`config.mk`:
```
export PLATFORM = sky130hd
export DESIGN_NAME = key4x4_emu_module
export DESIGN_NICKNAME = d
export VERILOG_FILES = /design/src/rtl/key4x4_emu_pkg.sv /design/src/rtl/key4x4_emu_timer.sv /design/src/rtl/key4x4_emu_module.sv
export SDC_FILE = /design/constraint.sdc
export NUM_CORES = 1
export LEC_CHECK = 0
export BUFFER_PORTS_ARGS = -buffer_cell sky130_fd_sc_hd__buf_4
export CAP_MARGIN = 20
export CORE_MARGIN = 4
export CORE_UTILIZATION = 35
export DETAILED_ROUTE_END_ITERATION = 8
export PLACE_DENSITY = 0.58
export REMOVE_ABC_BUFFERS = 1
export SYNTH_ARGS = -nofsm -noshare
export SYNTH_HDL_FRONTEND = slang
export SYNTH_SLANG_ARGS = --single-unit
```
`constraint.sdc`:
```
create_clock -name CLOCK -period 2.2 [get_ports CLOCK]
set_input_delay 0.66 -clock CLOCK [delete_from_list [all_inputs] [get_ports CLOCK]]
set_output_delay 0.66 -clock CLOCK [all_outputs]
set_load 0.01 [all_outputs]
```
`src/rtl/key4x4_emu_pkg.sv`:
```
// Shared definitions for the 4x4 keypad emulator: phase encodings, code slicing and 50 MHz timing.
package key4x4_emu_pkg;

  typedef enum logic [2:0] {
    S_IDLE  = 3'd0,
    S_MAKE  = 3'd1,
    S_HOLD  = 3'd2,
    S_BREAK = 3'd3,
    S_GAP   = 3'd4
  } emu_state_t;

  // Press timing at a 50 MHz system clock.
  localparam int DEF_CNT_W          = 22;
  localparam int DEF_HOLD_CYC       = 2_500_000;
  localparam int DEF_BOUNCE_PERIOD  = 50_000;
  localparam int DEF_BOUNCE_TOGGLES = 4;
  localparam int DEF_GAP_CYC        = 1_250_000;

  function automatic logic [1:0] code_row(input logic [3:0] code);
    return code[3:2];
  endfunction

  function automatic logic [1:0] code_col(input logic [3:0] code);
    return code[1:0];
  endfunction

endpackage

```
`src/rtl/key4x4_emu_timer.sv`:
```
// Phase timer: loadable down-counter that parks at zero; tc is high while the count is zero.
module key4x4_emu_timer #(
  parameter int CNT_W = 22
) (
  input  logic             CLOCK,
  input  logic             RST,
  input  logic             load,
  input  logic [CNT_W-1:0] load_val,
  output logic             tc
);

  logic [CNT_W-1:0] count;

  always_ff @(posedge CLOCK) begin
    if (RST) begin
      count <= '0;
    end else if (load) begin
      count <= load_val;
    end else if (count != '0) begin
      count <= count - CNT_W'(1);
    end
  end

  assign tc = (count == '0);

endmodule

```
`src/rtl/key4x4_emu_module.sv`:
```
// Passive 4x4 key-matrix emulator: turns requested key codes into timed, optionally bouncing presses
// by routing the selected row drive onto the selected column line.
module key4x4_emu_module
  import key4x4_emu_pkg::*;
#(
  parameter int CNT_W          = DEF_CNT_W,
  parameter int HOLD_CYC       = DEF_HOLD_CYC,
  parameter int BOUNCE_PERIOD  = DEF_BOUNCE_PERIOD,
  parameter int BOUNCE_TOGGLES = DEF_BOUNCE_TOGGLES,
  parameter int GAP_CYC        = DEF_GAP_CYC
) (
  input  logic       CLOCK,
  input  logic       RST,
  input  logic [3:0] key_out_x,
  output logic [3:0] key_in_y,
  input  logic       req_valid,
  input  logic [3:0] req_code,
  output logic       req_ready,
  output logic       busy,
  output logic       done,
  output emu_state_t dbg_state
);

  // Handshake: a request is taken on any edge where req_valid and req_ready are both high;
  // req_ready is high only in IDLE, and requests presented while busy are dropped, never queued.

  if (HOLD_CYC < 1 || 64'(HOLD_CYC) >= (64'd1 << CNT_W) ||
      GAP_CYC < 1 || 64'(GAP_CYC) >= (64'd1 << CNT_W) ||
      BOUNCE_TOGGLES < 0 ||
      (BOUNCE_TOGGLES > 0 && (BOUNCE_PERIOD < 1 || 64'(BOUNCE_PERIOD) >= (64'd1 << CNT_W))))
  begin : g_bad_params
    $error("key4x4_emu_module: cycle counts must be in 1 .. 2**CNT_W-1");
  end

  localparam int K_W        = (BOUNCE_TOGGLES > 1) ? $clog2(BOUNCE_TOGGLES) : 1;
  localparam bit NO_BOUNCE  = (BOUNCE_TOGGLES == 0);
  localparam logic [K_W-1:0]   LAST_K    = K_W'((BOUNCE_TOGGLES > 0) ? BOUNCE_TOGGLES - 1 : 0);
  localparam logic [CNT_W-1:0] LD_BOUNCE = CNT_W'((BOUNCE_PERIOD > 0) ? BOUNCE_PERIOD - 1 : 0);
  localparam logic [CNT_W-1:0] LD_HOLD   = CNT_W'(HOLD_CYC - 1);
  localparam logic [CNT_W-1:0] LD_GAP    = CNT_W'(GAP_CYC - 1);

  emu_state_t       state;
  logic [K_W-1:0]   bounce_k;
  logic [1:0]       row;
  logic [1:0]       col;
  logic             last_k;
  logic             contact;
  logic [3:0]       col_next;
  logic             tmr_load;
  logic [CNT_W-1:0] tmr_val;
  logic             tc;

  key4x4_emu_timer #(.CNT_W(CNT_W)) u_timer (
    .CLOCK    (CLOCK),
    .RST      (RST),
    .load     (tmr_load),
    .load_val (tmr_val),
    .tc       (tc)
  );

  // The timer is reloaded on every phase entry and bounce-interval boundary with the next length - 1.
  always_comb begin
    tmr_load = 1'b0;
    tmr_val  = LD_BOUNCE;
    last_k   = (bounce_k == LAST_K);
    case (state)
      S_IDLE: if (req_valid) begin
        tmr_load = 1'b1;
        tmr_val  = NO_BOUNCE ? LD_HOLD : LD_BOUNCE;
      end
      S_MAKE: if (tc) begin
        tmr_load = 1'b1;
        tmr_val  = last_k ? LD_HOLD : LD_BOUNCE;
      end
      S_HOLD: if (tc) begin
        tmr_load = 1'b1;
        tmr_val  = NO_BOUNCE ? LD_GAP : LD_BOUNCE;
      end
      S_BREAK: if (tc) begin
        tmr_load = 1'b1;
        tmr_val  = last_k ? LD_GAP : LD_BOUNCE;
      end
      default: ;
    endcase
  end

  // Make bounce closes on even intervals, break bounce closes on odd ones.
  always_comb begin
    contact  = (state == S_HOLD) ||
               (state == S_MAKE  && !bounce_k[0]) ||
               (state == S_BREAK &&  bounce_k[0]);
    col_next = 4'b1111;
    if (contact) col_next[col] = key_out_x[row];
  end

  always_ff @(posedge CLOCK) begin
    if (RST) begin
      state    <= S_IDLE;
      bounce_k <= '0;
      row      <= '0;
      col      <= '0;
      done     <= 1'b0;
      key_in_y <= 4'b1111;
    end else begin
      done     <= 1'b0;
      key_in_y <= col_next;
      case (state)
        S_IDLE: if (req_valid) begin
          row      <= code_row(req_code);
          col      <= code_col(req_code);
          bounce_k <= '0;
          state    <= NO_BOUNCE ? S_HOLD : S_MAKE;
        end
        S_MAKE: if (tc) begin
          if (last_k) begin
            bounce_k <= '0;
            state    <= S_HOLD;
          end else begin
            bounce_k <= bounce_k + K_W'(1);
          end
        end
        S_HOLD: if (tc) begin
          bounce_k <= '0;
          state    <= NO_BOUNCE ? S_GAP : S_BREAK;
        end
        S_BREAK: if (tc) begin
          if (last_k) begin
            bounce_k <= '0;
            state    <= S_GAP;
          end else begin
            bounce_k <= bounce_k + K_W'(1);
          end
        end
        S_GAP: if (tc) begin
          state <= S_IDLE;
          done  <= 1'b1;
        end
        default: state <= S_IDLE;
      endcase
    end
  end

  assign req_ready = (state == S_IDLE);
  assign busy      = (state != S_IDLE);
  assign dbg_state = state;

endmodule

```
==> results.yml, run 1 <==
status:
  status: "complete, no violations"
floorplanning:
  io_pins: 21
  die_y_um: 82.5
  coreArea_mm2: 0.00524
  die_x_um: 82.5
  die-area_mm2: 0.00681
  rows: 26
  start_util_pct: 37.1
detailed_routing:
  dr_total_vias: 1789
  ant_nets: 0
  post_drt_wl_per_cell_um: 15.1
  routed_wl_um: 5090
  drt_iter0_markers: 150
  drc_errors: 0
  vias_per_cell: 5.29
  firstDrtPassIters: 4
layout:
  areaGrowthSynthToFinish_pct: 24.2
  final_cells: 338
  fillers: 504
  final_util_pct: 46.1
  fin_nets: 280
  num_antenna_cells: 0
  post_route_cells_drive_above_1_share_pct: 27.6
run:
  drv_cap: 0
grt:
  grt_pass1_wl_um: 8250
  top_usage_layer: "met2"
  gr-usage-met3_pct: 3.58
  overflow: 0
  grt_pass1_vias: 1690
  use_met2_pct: 25.1
  use_met1_pct: 22.0
  grt_antenna_before_repair: 0
  grt_max_degree: 19
  track_usage_pct: 16.3
synthesis:
  yosysTopAreaCell: "dfxtp_1"
  synth_area_per_cell_um2: 8.57
  synth_seq_area_share_pct: 37.1
  synthArstFlopShare_pct: 0
  yosysWarningCount: 0
  synth_ff_type: "dfxtp_1"
  synth-edff-count: 0
  synthCells: 227
  synth_area_leaders: "dfxtp_1 (37%), xor2_1 (5.0%), nand2_1 (4.6%)"
  synth.ff_latch_count: 36
  synth_top_area_share_pct: 37.1
  synthesis.area_mm2: 0.00194
  ys_types: 49
worst_setup_path:
  startpoint_type: "flop"
  path_max_fanout: 5
  crit_path_end_kind: "flop"
  arrival_ns: 2.36
  critPathKind: "reg2reg"
  r2r_slack_ns: 0.06
  required_ns: 2.42
clock_tree:
  clkTransAtPathRegs_ns: 0.08
  htreeDepth: 2
  cts-root-buf: "clkbuf_8"
  clk_latency_ns: 0.30
  cts.sinks: 36
  clk_path_buf_depth: 2
  cts_buffers: 5
  cts_tree: "built"
sta:
  tightestPinTransition_ns: 0.437
  rsz0062_at_grt: "true"
  hold_viol_final: 0
  whs_ns: 0.421
  relSlewSlack_pct: 70.6
  report.final.slew_viol_count: 0
  min_period_ns: 2.14
  final-setup-viol-count: 0
  tns_ns: 0
  fmaxAchievable_mhz: 467
  finalCritPeriodShare_pct: 97.3
  clock-skew-final_ns: 0.00751
hold_path:
  hp-class: "reg2reg"
power:
  leakage_nw: 0.949
  vdd_drop_max_mv: 0.340
  powerDensity_mw_per_mm2: 755
placement:
  dpl.cell_count: 328
  gp_congestion: 0.916
  dpl.hpwl_um: 3810
  io_buffers: 20
path summary, 6_finish.rpt:
path	start	end	cells after the start
min reg2reg	col[1]$_SDFFE_PP0P_	key_in_y[2]$_SDFF_PP1_	1
min	col[1]$_SDFFE_PP0P_	key_in_y[2]$_SDFF_PP1_	1
max	u_timer.count[16]$_SDFFE_PP0P_	u_timer.count[21]$_SDFFE_PP0P_	6
max reg2reg	u_timer.count[16]$_SDFFE_PP0P_	u_timer.count[21]$_SDFFE_PP0P_	6
per-stage QoR:
step                      total power [mW]  setup slack (ns)  instance area [um2]
after floorplan                       1.12           -0.0418                 1870
after global placement                1.33            0.0158                 2290
after detailed placement              1.32            0.0390                 2290
after CTS                             1.80            0.0212                 2370
after global routing                  1.92          -0.00812                 2410
final                                 1.82            0.0593                 2410
layer usage:
metal / up-vias / share of wire, %
met3: 7 / 4.8
met5: - / 0
li1: 901 / -
met1: 843 / 46
met2: 38 / 47
met4: 0 / 1.6
cell families (layout without fill, tap and decap cells):
group / Yosys count / after routing / synth area share, %
AND/OR/NAND/NOR: 104 / 104 / 31.3
AO/OA/AOI/OAI: 45 / 45 / 15.4
flip-flops: 36 / 36 / 37.1
buffers and inverters: 20 / 61 / 5.21
XOR/XNOR: 19 / 19 / 8.56
adder cells (fa/ha/maj): 2 / 2 / 1.29
multiplexers: 1 / 1 / 1.16
Yosys cell counts, drive strengths merged (2+ instances only):
cell type  count
or3            5
nand4          2
a31oi          5
xor2          11
a211oi         4
xnor2          8
o31ai          4
dfxtp         36
nor4          11
nand3         14
ha             2
buf            4
nand2         24
and2           2
nor3b          2
nor2          15
o21ai          6
clkbuf         9
a21oi         15
inv            7
nor3          14
o22ai          2
nand3b         3
nor2b          3
or4            4
o21a           2
layout make-up:
| type | instances | area, um2 | share of cell area (%) |
|---|---|---|---|
| tap | 70 | 87.6 | 3.63 |
| timing repair buffer | 46 | 345 | 14.3 |
| inverter | 7 | 26.3 | 1.09 |
| clock buffer | 5 | 68.8 | 2.85 |
| sequential | 36 | 721 | 29.8 |
| clock inverter | 3 | 18.8 | 0.777 |
| multi-input combinational | 171 | 1150 | 47.5 |
state kept, by name, indices dropped and copies added, names as in the netlist:
name	cells
row	2
bounce_k	2
col	2
u_timer.count	22
key_in_y	4
done	1
dbg_state	3
report_power, final:
part / switching, mW / leakage [nW] / total, mW / internal, mW
registers: 0.0699 / 0.295 / 0.774 / 0.704
clock network: 0.261 / 0.0479 / 0.481 / 0.221
logic: 0.302 / 0.606 / 0.568 / 0.266
cells in the final DEF (no fill, tap or decap), drive strengths merged, types with 3 or more instances in the layout:
cell type	Yosys	routed
a211oi	4	4
a21oi	15	15
a31oi	5	5
buf	4	46
clkbuf	9	5
clkinv	0	3
dfxtp	36	36
inv	7	7
nand2	24	24
nand3	14	14
nand3b	3	3
nor2	15	15
nor2b	3	3
nor3	14	14
nor4	11	11
o21ai	6	6
o31ai	4	4
or3	5	5
or4	4	4
xnor2	8	8
xor2	11	11
critical path: stages, from the launching register on:
cell     delay (ns)
dfxtp_1        0.38
or4_4          0.60
or3_4          0.39
buf_4          0.17
nor2_4         0.19
nand2_1        0.14
o22ai_1        0.19
what timing repair did:
action,in CTS,in global routing
endpoints found under the hold margin,0,0
endpoints found under the setup margin,0,25
hold buffers,0,0
setup buffers,0,2
gates resized for setup,0,6
(Power assumes the default switching activity.)
==> run 2, diff against run 1 <==
ABC_AREA = 1   (was default)
CAP_MARGIN = default   (was 20)
CORE_UTILIZATION = 51   (was 35)
PLACE_DENSITY = 0.77   (was 0.58)
==> run 2 against run 1 <==
Utilization increased by 18 points. Die area decreased by 25%. Register-to-register slack improved by 0.34 ns. Wire length decreased by 4.7%. Global-route usage increased by 4.6 points. Power increased by 99%. Clock skew about the same. Final area decreased by 0.57%. Highest routed layer unchanged. Clock power increased by 68%. Non-clock buffer count decreased by 26. Sequential power increased by 29%. Combinational power increased to 3.2 times the previous value.
==> results.yml, run 2 <==
layout:
  regMostFlops: "u_timer.count"
  num_antenna_cells: 0
  fillers: 340
  post_route_cells_drive_above_1_share_pct: 18.2
  layout_commonest_cell: "nand2_1"
  layout_common_cells: "nand2_1 (61), nor2_1 (47), dfxtp_1 (36)"
  largest_reg_flops: 22
  areaGrowthSynthToFinish_pct: 16.4
  fin_nets: 331
clock_tree:
  cts_buffers: 5
  clk_latency_ns: 0.29
  postCtsSetupBuffers: 0
  clk_path_buf_depth: 2
  cts_hold_buffers: 0
  htreeDepth: 2
  cts.sinks: 36
  cts-root-buf: "clkbuf_8"
  cts_resized: 0
  clkTransAtPathRegs_ns: 0.08
  cts_tree: "built"
synthesis:
  synth_commonest_cells: "nand2_1 (61), nor2_1 (47), dfxtp_1 (36), inv_1 (31), nand3_1 (22)"
  synth.ff_latch_count: 36
  yosysTopAreaCell: "dfxtp_1"
  synth_seq_area_share_pct: 35.0
  synth_top_area_share_pct: 35.0
  synthesis.area_mm2: 0.00206
  synth_mux_area_share_pct: 0
  synth_ff_type: "dfxtp_1"
  synth_fa_ha_area_share_pct: 1.21
  synthArstFlopShare_pct: 0
  synth_top_family_by_area: "simple AND/OR/NAND/NOR gates"
  synth_area_leaders: "dfxtp_1 (35%), nand2_1 (11%), nor2_1 (8.6%)"
  synth_compound_area_share_pct: 10.1
  synthCells: 295
  yosysWarningCount: 0
  ys_types: 30
  synth_area_per_cell_um2: 6.99
  synth_most_common_cell: "nand2_1"
  synth-xor-area-share_pct: 5.95
  synth-edff-count: 0
  synthSimpleGateAreaFrac_pct: 40.5
sta:
  clock-skew-final_ns: 0.00752
  report.final.slew_viol_count: 0
  hold_viol_final: 0
  tns_ns: 0
  min_period_ns: 1.93
  relSlewSlack_pct: 72.3
  final-setup-viol-count: 0
  fmaxAchievable_mhz: 518
  tightestPinTransition_ns: 0.412
  finalCritPeriodShare_pct: 87.8
  rsz0062_at_grt: "false"
worst_setup_path:
  crit_chain: "nor2_2, nand2_1, inv_1, buf_4"
  crit_path_start: "dbg_state[1]$_SDFFE_PP0P_"
  path_buf_inv: 2
  r2r_cells: 10
  critPathKind: "reg2out"
  required_ns: 1.54
  path_max_fanout: 8
  rr_endpoint: "u_timer.count[13]$_SDFFE_PP0P_"
  crit_path_end_kind: "output pin"
  crit_slowest_cell: "dfxtp_1"
  cp_slowest_stage_delay_ns: 0.50
  startpoint_type: "flop"
  r2r_slack_ns: 0.40
  critPathTopFamily: "flip-flops"
  arrival_ns: 1.27
  r2r-start: "u_timer.count[0]$_SDFFE_PP0P_"
placement:
  gp_congestion: 0.933
  dpl.hpwl_um: 3640
  io_buffers: 20
grt:
  grt_max_degree: 20
  grt_pass1_vias: 1849
  track_usage_pct: 20.9
  grt_antenna_before_repair: 0
  overflow: 0
  grt_pass1_wl_um: 8460
floorplanning:
  io_pins: 21
  die_x_um: 71.6
  die_y_um: 71.6
  coreArea_mm2: 0.00377
  start_util_pct: 54.7
  die-area_mm2: 0.00512
  rows: 22
hold_path:
  holdPathEnd: "key_in_y[3]$_SDFF_PP1_"
  hp-class: "reg2reg"
  min_delay_path_depth: 1
  min_from: "col[0]$_SDFFE_PP0P_"
power:
  power_mw: 3.63
  powerDensity_mw_per_mm2: 1510
  leakage_nw: 1.10
  vdd_drop_max_mv: 0.864
detailed_routing:
  drt_iter0_markers: 199
  vias_per_cell: 5.32
  drc_errors: 0
  post_drt_wl_per_cell_um: 13.2
  dr_total_vias: 1952
  firstDrtPassIters: 4
  routed_wl_um: 4850
  ant_nets: 0
run:
  drv_cap: 0
status:
  status: "complete, no violations"
run 2: cell types whose count changed in the layout (fill, tap and decap cells not counted), sizes merged, moves of 5 or more:
cell	before	now
a21oi	15	22
a31oi	5	0
buf	46	20
inv	7	32
nand2	24	70
nand3	14	25
nand4	2	7
nor2	15	60
nor3	14	5
nor4	11	1
o21ai	6	12
or3	5	0
run 2: worst max path at each step:
stage                     slack (ns)                             end  depth (start not counted)
after floorplan                 0.64  u_timer.count[13]$_SDFFE_PP0P_                         10
final                           0.27                       req_ready                          4
after detailed placement        0.41  u_timer.count[13]$_SDFFE_PP0P_                         10
after global routing            0.17                       req_ready                          4
after global placement          0.46  u_timer.count[13]$_SDFFE_PP0P_                         10
after CTS                       0.25                       req_ready                          4
run 2: area by class of cell:
class	count	area (um2)	area share, %
Sequential cell	36	721	30.0
Timing Repair Buffer	20	150	6.25
Clock inverter	3	90.1	3.75
Tap cell	48	60.1	2.50
Multi-Input combinational cell	223	1190	49.6
Inverter	32	120	5.00
Clock buffer	5	68.8	2.87
run 2: cell families after synthesis:
logic type | count (synthesis)
fa+ha+maj | 2
simple gates | 169
buf+inv | 36
compound gates | 38
xor+xnor | 14
flops | 36
run 2: metal layers:
layer	share of wire, %	up-vias	track usage [%]
li1	-	997	-
met1	44	881	26.1
met2	48	66	34.7
met3	6.1	8	4.77
met4	1.7	0	8.56
met5	0	-	0
run 2: worst register-to-register path: cells and delay by family, from the launching register on:
| kind | cells | cell delay [ns] |
|---|---|---|
| buffers and inverters | 1 | 0.07 |
| adders and majority gates | 1 | 0.30 |
| and+or+nand+nor | 8 | 1.03 |
| DFF | 1 | 0.31 |
run 2: power breakdown:
group          internal [mW]  switching, mW
Combinational          0.623           1.20
Sequential             0.825          0.171
Clock                  0.567          0.239
run 2: stage by stage:
| stage | instance area [um2] | setup WS [ns] | util (%) | hold WS (ns) | cells |
|---|---|---|---|---|---|
| 6_report | 2400 | 0.268 | 63.7 | 0.446 | 367 |
| 5_1_grt | 2400 | 0.166 | 63.7 | 0.463 | 367 |
| 3_3_place_gp | 2240 | 0.459 | 59.5 | 0.403 | 359 |
| 4_1_cts | 2400 | 0.253 | 63.7 | 0.447 | 367 |
| 3_5_place_dp | 2240 | 0.410 | 59.5 | 0.429 | 359 |
| 2_1_floorplan | 2030 | 0.643 | - | 0.394 | 291 |
==> run 3, diff against run 2 <==
CORE_UTILIZATION = 40   (was 51)
MAX_ROUTING_LAYER = met4   (was default)
PLACE_DENSITY = 0.64   (was 0.77)
SLEW_MARGIN = 5   (was default)
==> run 3 against run 2 <==
Register-to-register slack got worse by 0.03 ns. Maximum frequency is 1.1% higher. First-iteration DRC count rose by 3.0%. Power is 4.9% lower. Final cell count is 5.2% higher. Combinational power is essentially flat. Sequential share of layout area rose by 0.11 points. Global-route usage fell by 3.9 points. Non-clock buffer count is the same. Largest power group unchanged.
==> results.yml, run 3 (same netlist as run 2, synthesis figures left out) <==
layout:
  layout_commonest_cell: "nand2_1"
  areaGrowthSynthToFinish_pct: 16.0
  fin_nets: 331
  regMostFlops: "u_timer.count"
  layout_common_cells: "nand2_1 (61), nor2_1 (47), dfxtp_1 (36)"
  post_route_cells_drive_above_1_share_pct: 18.2
  fillers: 499
  num_antenna_cells: 0
  largest_reg_flops: 22
sta:
  tightestPinTransition_ns: 0.420
  hold_viol_final: 0
  relSlewSlack_pct: 71.9
  final-setup-viol-count: 0
  clock-skew-final_ns: 0.00669
  finalCritPeriodShare_pct: 86.9
  min_period_ns: 1.91
  timing.final.ws_setup_ns: 0.289
  fmaxAchievable_mhz: 523
  tns_ns: 0
  report.final.slew_viol_count: 0
  rsz0062_at_grt: "false"
floorplanning:
  die_y_um: 79.8
  die_x_um: 79.8
  start_util_pct: 42.5
  io_pins: 21
  coreArea_mm2: 0.00485
  die-area_mm2: 0.00637
  rows: 25
detailed_routing:
  routed_wl_um: 4950
  drc_errors: 0
  dr_total_vias: 1911
  post_drt_wl_per_cell_um: 12.8
  firstDrtPassIters: 4
  vias_per_cell: 4.95
  drt_iter0_markers: 205
  ant_nets: 0
worst_setup_path:
  path_max_fanout: 8
  cp_slowest_stage_delay_ns: 0.49
  cp-endpoint: "req_ready"
  crit_slowest_cell: "dfxtp_1"
  arrival_ns: 1.25
  r2r_slack_ns: 0.37
  crit_chain: "nor2_2, nand2_1, inv_1, buf_4"
  rr_endpoint: "u_timer.count[13]$_SDFFE_PP0P_"
  crit_path_end_kind: "output pin"
  critPathKind: "reg2out"
  r2r-start: "u_timer.count[0]$_SDFFE_PP0P_"
  startpoint_type: "flop"
  r2r_cells: 10
  required_ns: 1.54
  crit_path_start: "dbg_state[1]$_SDFFE_PP0P_"
clock_tree:
  clk_path_buf_depth: 2
  cts.sinks: 36
  cts_resized: 0
  clkTransAtPathRegs_ns: 0.07
  cts-root-buf: "clkbuf_8"
  postCtsSetupBuffers: 0
  htreeDepth: 2
  cts_hold_buffers: 0
  cts_tree: "built"
  clk_latency_ns: 0.29
  cts_buffers: 5
placement:
  gp_congestion: 0.930
  dpl.hpwl_um: 3720
  io_buffers: 20
  dp_worst_setup_slack_ns: 0.393
grt:
  track_usage_pct: 17.0
  grt_pass1_vias: 1763
  grt_max_degree: 20
  grt_antenna_before_repair: 0
  grt_pass1_wl_um: 8160
  overflow: 0
power:
  vdd_drop_max_mv: 0.611
  leakage_nw: 1.09
  powerDensity_mw_per_mm2: 1440
hold_path:
  hp-class: "reg2reg"
run:
  drv_cap: 0
status:
  status: "complete, no violations"
==> run 3: worst min-delay path by stage <==
stage                        startpoint                      to  depth (start not counted)
finish              col[0]$_SDFFE_PP0P_  key_in_y[3]$_SDFF_PP1_                          1
detailed placement  col[0]$_SDFFE_PP0P_  key_in_y[3]$_SDFF_PP1_                          1
floorplan           col[0]$_SDFFE_PP0P_  key_in_y[1]$_SDFF_PP1_                          1
global placement    col[0]$_SDFFE_PP0P_  key_in_y[1]$_SDFF_PP1_                          1
global route        col[0]$_SDFFE_PP0P_  key_in_y[3]$_SDFF_PP1_                          1
CTS                 col[0]$_SDFFE_PP0P_  key_in_y[3]$_SDFF_PP1_                          1
==> run 3: cell type report <==
class / instances / area (um2) / share of cell area (%)
well taps: 67 / 83.8 / 3.50
clock inverters: 1 / 30.0 / 1.26
clock buffers: 7 / 96.3 / 4.03
inverters: 32 / 120 / 5.02
multi-input cells: 223 / 1190 / 49.8
repair buffers: 20 / 150 / 6.28
flip-flops and latches: 36 / 721 / 30.1
==> run 3: stage by stage <==
stage	utilization, %	cells	cell area [um2]	power (mW)	hold slack, ns
2_1_floorplan	-	291	2030	2.39	0.394
3_3_place_gp	46.7	378	2270	2.80	0.409
3_5_place_dp	46.7	378	2270	2.81	0.410
4_1_cts	49.3	386	2390	3.46	0.432
5_1_grt	49.3	386	2390	3.74	0.452
6_report	49.3	386	2390	3.45	0.427
==> run 3: report_power, final <==
part	switching, mW	leakage, nW	internal [mW]
combinational	1.19	0.728	0.623
sequential	0.171	0.295	0.825
clock	0.237	0.0645	0.400
==> run 3: layer usage <==
| layer | wire (um) | share of wire, % | GRT usage (%) | vias up |
|---|---|---|---|---|
| met3 | 286 | 5.8 | 3.72 | 6 |
| met2 | 2230 | 45 | 25.7 | 54 |
| li1 | - | - | - | 997 |
| met4 | 61 | 1.2 | 5.07 | 0 |
| met1 | 2370 | 48 | 22.9 | 854 |
| met5 | 0 | 0 | - | - |
==> run 3: worst max-delay path, delay by kind of cell, from the launching register on <==
family	cells	cell delay (ns)
buf+inv	2	0.21
flops	1	0.49
simple gates	2	0.26
